--- src/rtl/rom_stream_reader.sv ---
// Burst reader for a synchronous ROM macro with 2-cycle read latency; words leave on a valid/ready byte stream.
// Define ROM_READER_CHECKSUM_EN to add the checksum output (modulo-2^DATA_WIDTH sum of popped words).
//
// state | meaning
// IDLE  | waiting for a command; cmd_ready high
// FETCH | issuing ROM reads while FIFO credit allows
// DRAIN | all reads issued; waiting for the last word to be accepted
module rom_stream_reader #(
    parameter int ADDR_WIDTH = 7,
    parameter int DATA_WIDTH = 8,
    parameter int FIFO_DEPTH = 4
) (
    input  logic                  clk0,
    input  logic                  rst_n,
    input  logic                  cmd_valid,
    output logic                  cmd_ready,
    input  logic [ADDR_WIDTH-1:0] cmd_addr,
    input  logic [ADDR_WIDTH:0]   cmd_len,
    input  logic                  abort,
    output logic                  rom_csb0,
    output logic [ADDR_WIDTH-1:0] rom_addr0,
    input  logic [DATA_WIDTH-1:0] rom_dout0,
    output logic                  m_valid,
    input  logic                  m_ready,
    output logic [DATA_WIDTH-1:0] m_data,
    output logic                  m_last,
    output logic                  busy,
    output logic                  done,
    output logic                  cmd_err
`ifdef ROM_READER_CHECKSUM_EN
    ,
    output logic [DATA_WIDTH-1:0] checksum
`endif
);

    localparam int PTR_W = $clog2(FIFO_DEPTH);
    localparam logic [PTR_W+1:0] DEPTH_C = (PTR_W+2)'(FIFO_DEPTH);

    typedef enum logic [1:0] {IDLE, FETCH, DRAIN} state_t;

    state_t                state, state_nxt;
    logic [ADDR_WIDTH-1:0] next_addr;
    logic [ADDR_WIDTH:0]   remain;
    logic                  s1_vld, s1_last, s2_vld, s2_last;
    logic [PTR_W:0]        wr_ptr, rd_ptr, occupancy;
    logic [PTR_W+1:0]      credit_used;
    logic [DATA_WIDTH-1:0] fifo_data [FIFO_DEPTH];
    logic                  fifo_last [FIFO_DEPTH];
    logic                  accept, len_zero, issue, abort_hit, drain_done;
    logic                  fifo_wr, fifo_rd, fifo_empty, fifo_full;

    assign occupancy   = wr_ptr - rd_ptr;
    assign fifo_empty  = (occupancy == '0);
    assign fifo_full   = (occupancy == (PTR_W+1)'(FIFO_DEPTH));
    // Every issued read already owns a FIFO slot, so the FIFO cannot overflow.
    assign credit_used = {1'b0, occupancy} + (PTR_W+2)'(s1_vld) + (PTR_W+2)'(s2_vld);
    assign fifo_wr     = s2_vld;
    assign fifo_rd     = m_valid && m_ready;

    assign m_valid = !fifo_empty;
    assign m_data  = fifo_empty ? '0 : fifo_data[rd_ptr[PTR_W-1:0]];
    assign m_last  = !fifo_empty && fifo_last[rd_ptr[PTR_W-1:0]];
    assign busy    = (state != IDLE);

    always_ff @(posedge clk0) begin
        if (!rst_n) state <= IDLE;
        else        state <= state_nxt;
    end

    always_comb begin
        state_nxt  = state;
        accept     = 1'b0;
        len_zero   = 1'b0;
        issue      = 1'b0;
        abort_hit  = 1'b0;
        drain_done = 1'b0;
        case (state)
            IDLE: begin
                if (cmd_valid && cmd_ready) begin
                    if (cmd_len == '0) begin
                        len_zero = 1'b1;
                    end else begin
                        accept    = 1'b1;
                        state_nxt = FETCH;
                    end
                end
            end
            FETCH: begin
                if (abort) begin
                    abort_hit = 1'b1;
                    state_nxt = IDLE;
                end else if (credit_used < DEPTH_C) begin
                    issue = 1'b1;
                    if (remain == (ADDR_WIDTH+1)'(1)) state_nxt = DRAIN;
                end
            end
            DRAIN: begin
                if (abort) begin
                    abort_hit = 1'b1;
                    state_nxt = IDLE;
                end else if (!s1_vld && !s2_vld && fifo_empty) begin
                    drain_done = 1'b1;
                    state_nxt  = IDLE;
                end
            end
            default: state_nxt = IDLE;
        endcase
    end

    always_ff @(posedge clk0) begin
        if (!rst_n) begin
            cmd_ready <= 1'b0;
            rom_csb0  <= 1'b1;
            rom_addr0 <= '0;
            next_addr <= '0;
            remain    <= '0;
            s1_vld    <= 1'b0;
            s1_last   <= 1'b0;
            s2_vld    <= 1'b0;
            s2_last   <= 1'b0;
            wr_ptr    <= '0;
            rd_ptr    <= '0;
            done      <= 1'b0;
            cmd_err   <= 1'b0;
        end else begin
            cmd_ready <= (state_nxt == IDLE);
            done      <= abort_hit || drain_done;
            cmd_err   <= len_zero;
            rom_csb0  <= !issue;
            if (issue) rom_addr0 <= next_addr;
            if (accept) begin
                next_addr <= cmd_addr;
                remain    <= cmd_len;
            end else if (issue) begin
                next_addr <= next_addr + 1'b1;
                remain    <= remain - 1'b1;
            end
            if (abort_hit) begin
                s1_vld  <= 1'b0;
                s1_last <= 1'b0;
                s2_vld  <= 1'b0;
                s2_last <= 1'b0;
                wr_ptr  <= '0;
                rd_ptr  <= '0;
            end else begin
                s1_vld  <= issue;
                s1_last <= issue && (remain == (ADDR_WIDTH+1)'(1));
                s2_vld  <= s1_vld;
                s2_last <= s1_last;
                if (fifo_wr) wr_ptr <= wr_ptr + 1'b1;
                if (fifo_rd) rd_ptr <= rd_ptr + 1'b1;
            end
        end
    end

    always_ff @(posedge clk0) begin
        if (fifo_wr) begin
            fifo_data[wr_ptr[PTR_W-1:0]] <= rom_dout0;
            fifo_last[wr_ptr[PTR_W-1:0]] <= s2_last;
        end
    end

`ifdef ROM_READER_CHECKSUM_EN
    always_ff @(posedge clk0) begin
        if (!rst_n)       checksum <= '0;
        else if (accept)  checksum <= '0;
        else if (fifo_rd) checksum <= checksum + m_data;
    end
`endif

    a_no_overflow: assert property (@(posedge clk0) disable iff (!rst_n) fifo_wr |-> !fifo_full);

endmodule

--- config.mk ---
export PLATFORM = sky130hd
export DESIGN_NAME = rom_stream_reader
export DESIGN_NICKNAME = d
export VERILOG_FILES = /design/src/rtl/rom_stream_reader.sv
export SDC_FILE = /design/constraint.sdc
export NUM_CORES = 1
export LEC_CHECK = 0
export ABC_AREA = 1
export BUFFER_PORTS_ARGS = -buffer_cell sky130_fd_sc_hd__buf_4
export CORE_MARGIN = 2
export CORE_UTILIZATION = 40
export CTS_CLUSTER_DIAMETER = 80
export DETAILED_ROUTE_END_ITERATION = 10
export PLACE_DENSITY_LB_ADDON = 0.2
export RECOVER_POWER = 100
export SLEW_MARGIN = 20
export SYNTH_ARGS = -nofsm -noshare
export SYNTH_HDL_FRONTEND = slang
export SYNTH_SLANG_ARGS = --single-unit
--- constraint.sdc ---
create_clock -name clk0 -period 3.4 [get_ports clk0]
set_input_delay 0.51 -clock clk0 [delete_from_list [all_inputs] [get_ports clk0]]
set_output_delay 0.51 -clock clk0 [all_outputs]
set_load 0.005 [all_outputs]
==> impl_results.md <==
* Setup Buffers After CTS at 0
* Area added between synthesis and finish at 15.37%
* Number of H-tree levels at 3
* CTS Buf Count at 9
* Root buffer cell: clkbuf_8
* Average cell area after synthesis at about 8.8 sq um
* Compound-gate portion of the synthesized area at 0.1056
* Resize count post-CTS at 0
* Die Footprint at just under 10000 sq um
* Clock sinks at 76
* R2r worst-path depth at 13
* Ports at 50
* Gr usage total at 0.1588
* Post-Synth Adder-Cell Area at 0.05436
* Clock power share at 0.236
* Crit. End Element: output port
* Peak supply drop at 0.1914 mV
* Largest family of logic cells by synthesized area: simple AND/OR/NAND/NOR gates
* Worst Setup EP: m_data[0]
* Port Buffers at between 40 and 50
* Status: finished, final reports clean
* Hold buffers post-CTS at 0
* Fin crit period at roughly 3 ns
* Clk buf depth at 2
* Final Max Tran Viols at 0
* CP arrival at between 2 and 3 ns
* Seq/Total Area, Yosys at 0.5240
* Count of cell types in the netlist at 34
* Avg WL per Cell at ~13 um
* Number of synthesized flops with an enable pin at 36
* Mapped cell area at ~3600 sq um
* Post-place instance area at 4026 sq um
* DR vias at around 2800
* Setup TNS at 0 ns
* Die height at ~99 um
* Core Footprint at roughly 8700 sq um
* Nets@finish at ~500
* Initial Util at 0.4118
* Via density at just under 5
* DR pass1 iterations at 4
* Combinational share of power at 0.370
* Worst relative slew slack at 0.4606
* Upper clock frequency limit at between 300 and 400 MHz
* CP startpoint: wr_ptr[0]
* Sequential fraction of design power at 0.394
* Fillers at 863
* Flops & latches, synth at 76
* Fraction of registers with async set/reset at 0
* Worst slew pin tran at roughly 0.81 ns
* Critical path type: flip-flop to output port
* Drt total wl at 7431 um
* Hold crit path type: input port to flip-flop
* DR DRC count at 0
* Die width at roughly 100 um
* Power per cell area at 663.1 nW/um^2
* Utilization after layout at 0.4750
* Initial antenna violation count at 0
* Number of max-cap violations at 0
* Sw Ratio at 0.3720
* Power Internal at 0.001725 W
* Total grt overflow at 0
* Syn Inst Count at 410
* Req. time, crit path at 2.89 ns
* Vias in the first global route at ~2500
* Fin crit share at 0.8984
* Critical R2R Capture: remain[4]
* Register clock-pin slew on the reported worst setup and hold paths at roughly 0.09 ns
* Kind of start point of the critical path: flip-flop
* Dpl hpwl at about 5100 um
* Hold WS at 0.4111 ns
* Post-Synth Simple-Gate Area at 0.2216
* Dominant synthesized flop cell: dfxtp_1
* Worst-path maximum fanout at 11
* Syn_nets at around 450
* Critical R2R Launch: wr_ptr[0]
* Hold Vio Cnt, Final at 0
* First-pass GRT wire length at approximately 12000 um
* Pin count of the biggest net entering global routing at 22
* DR iter-0 viols at 96
* Post-synthesis mux area share at 0
* Share of cells above drive strength 1 at 0.1577
* Worst clock skew at 0.007249 ns
* R2r setup slk at 0.38 ns
* Final non-filler cell area at 4143 sq um
* Clock Latency Late Sink at roughly 0.35 ns
* Leak pwr at ~1.7 nW
* Num rows at 34
* Antenna Nets Post-Route at 0
* Post-synthesis xor/xnor area fraction at 0.02439
* Synth warn at 0
* Final setup fails at 0
* Routability Congestion at approximately 0.83
* Ant diodes at 0
* NetSw at between 0.001 and 0.0015 W
* RSZ-0062 raised after global routing: no
* CTS tree: built
[layout make-up]
class                           instances  area (sq um)  area share
Sequential cell                        76          1882      0.4542
Multi-Input combinational cell        274          1429      0.3449
Timing Repair Buffer                   50         337.8     0.08155
Inverter                               47         176.4     0.04259
Tap cell                              108         135.1     0.03262
Clock buffer                            9         123.9     0.02990
Clock inverter                          7         58.81     0.01420
[per-stage QoR]
stage	instances	power, W	setup slack, ns
floorplan	410	0.001773	1.173
CTS	571	0.002818	0.3158
detailed placement	555	0.002165	0.7225
global route	571	0.002947	0.1274
global placement	555	0.002128	0.8657
finish	571	0.002747	0.3455
[power by group through the flow]
stage	clock (W)	sequential, W	combinational, W
6_report	0.000648	0.00108	0.00102
5_1_grt	0.000712	0.00109	0.00114
4_1_cts	0.000672	0.00108	0.00106
3_5_place_dp	0	0.00110	0.00106
3_3_place_gp	0	0.00110	0.00103
2_1_floorplan	0	0.00107	0.000708
[synth_stat cells, types with 2 or more instances]
| library cell | number | area, sq um |
|---|---|---|
| inv_2 | 4 | 15.01 |
| nand2_2 | 5 | 31.28 |
| dfxtp_1 | 40 | 800.8 |
| clkbuf_1 | 5 | 18.77 |
| o32ai_1 | 9 | 78.83 |
| nand4_1 | 3 | 18.77 |
| nand3_1 | 10 | 50.05 |
| o21ai_0 | 26 | 130.1 |
| nor3_1 | 6 | 30.03 |
| buf_2 | 5 | 25.02 |
| nand2_1 | 91 | 341.6 |
| a21oi_1 | 18 | 90.09 |
| xor2_1 | 7 | 61.31 |
| xnor2_1 | 3 | 26.28 |
| edfxtp_1 | 36 | 1081 |
| nand2_4 | 2 | 22.52 |
| ha_1 | 14 | 175.2 |
| nor2_1 | 63 | 236.5 |
| a21oi_2 | 7 | 61.31 |
| inv_1 | 42 | 157.7 |
[flip-flops by register name, summed over array words and instances (netlist names), 2 cells and up, named ones only]
name / count
fifo_data: 32
fifo_last: 4
next_addr: 7
rd_ptr: 3
remain: 8
rom_addr0: 7
state: 2
wr_ptr: 3
[worst max-delay path, stage by stage, from the launching register on]
cell      delay (ns)
dfxtp_1         0.40
inv_1           0.11
ha_1            0.23
fa_1            0.41
inv_1           0.10
nand2_1         0.07
nand2_1         0.07
nand2_1         0.08
nand2_4         0.08
nand2_1         0.28
nand2_1         0.17
inv_1           0.05
clkbuf_4        0.13
[cell families after synthesis]
family	Yosys count
compound gates	62
xor+xnor	10
fa+ha+maj	15
buf+inv	60
flops	76
simple gates	187
[cells in the final DEF (no fill, tap or decap), drive strengths merged, types with 9 or more instances in the layout]
master  Yosys  layout
a21oi      25      25
buf         8      19
clkbuf      5      40
dfxtp      40      40
edfxtp     36      36
ha         14      14
inv        46      50
nand2      98      98
nand3      12      12
nor2       65      65
o21ai      26      26
o32ai       9       9
[worst min-delay path by stage]
stage | slack [ns] | end | start | depth (start not counted)
6_report | 0.41 | fifo_data[0][6] | rom_dout0[6] | 1
5_1_grt | 0.41 | fifo_data[0][6] | rom_dout0[6] | 1
4_1_cts | 0.33 | fifo_data[0][6] | rom_dout0[6] | 1
3_5_place_dp | 0.41 | s2_last | s1_last | 2
3_3_place_gp | 0.40 | s2_last | s1_last | 2
2_1_floorplan | 0.39 | s2_last | s1_last | 2
[metal layers]
layer | global-route usage | part of all wire
met4 | 0.06955 | 0.013
met2 | 0.2609 | 0.48
met1 | 0.2009 | 0.47
met3 | 0.03546 | 0.034
met5 | 0 | 0
No activity file was read; power rests on OpenSTA's default activity.
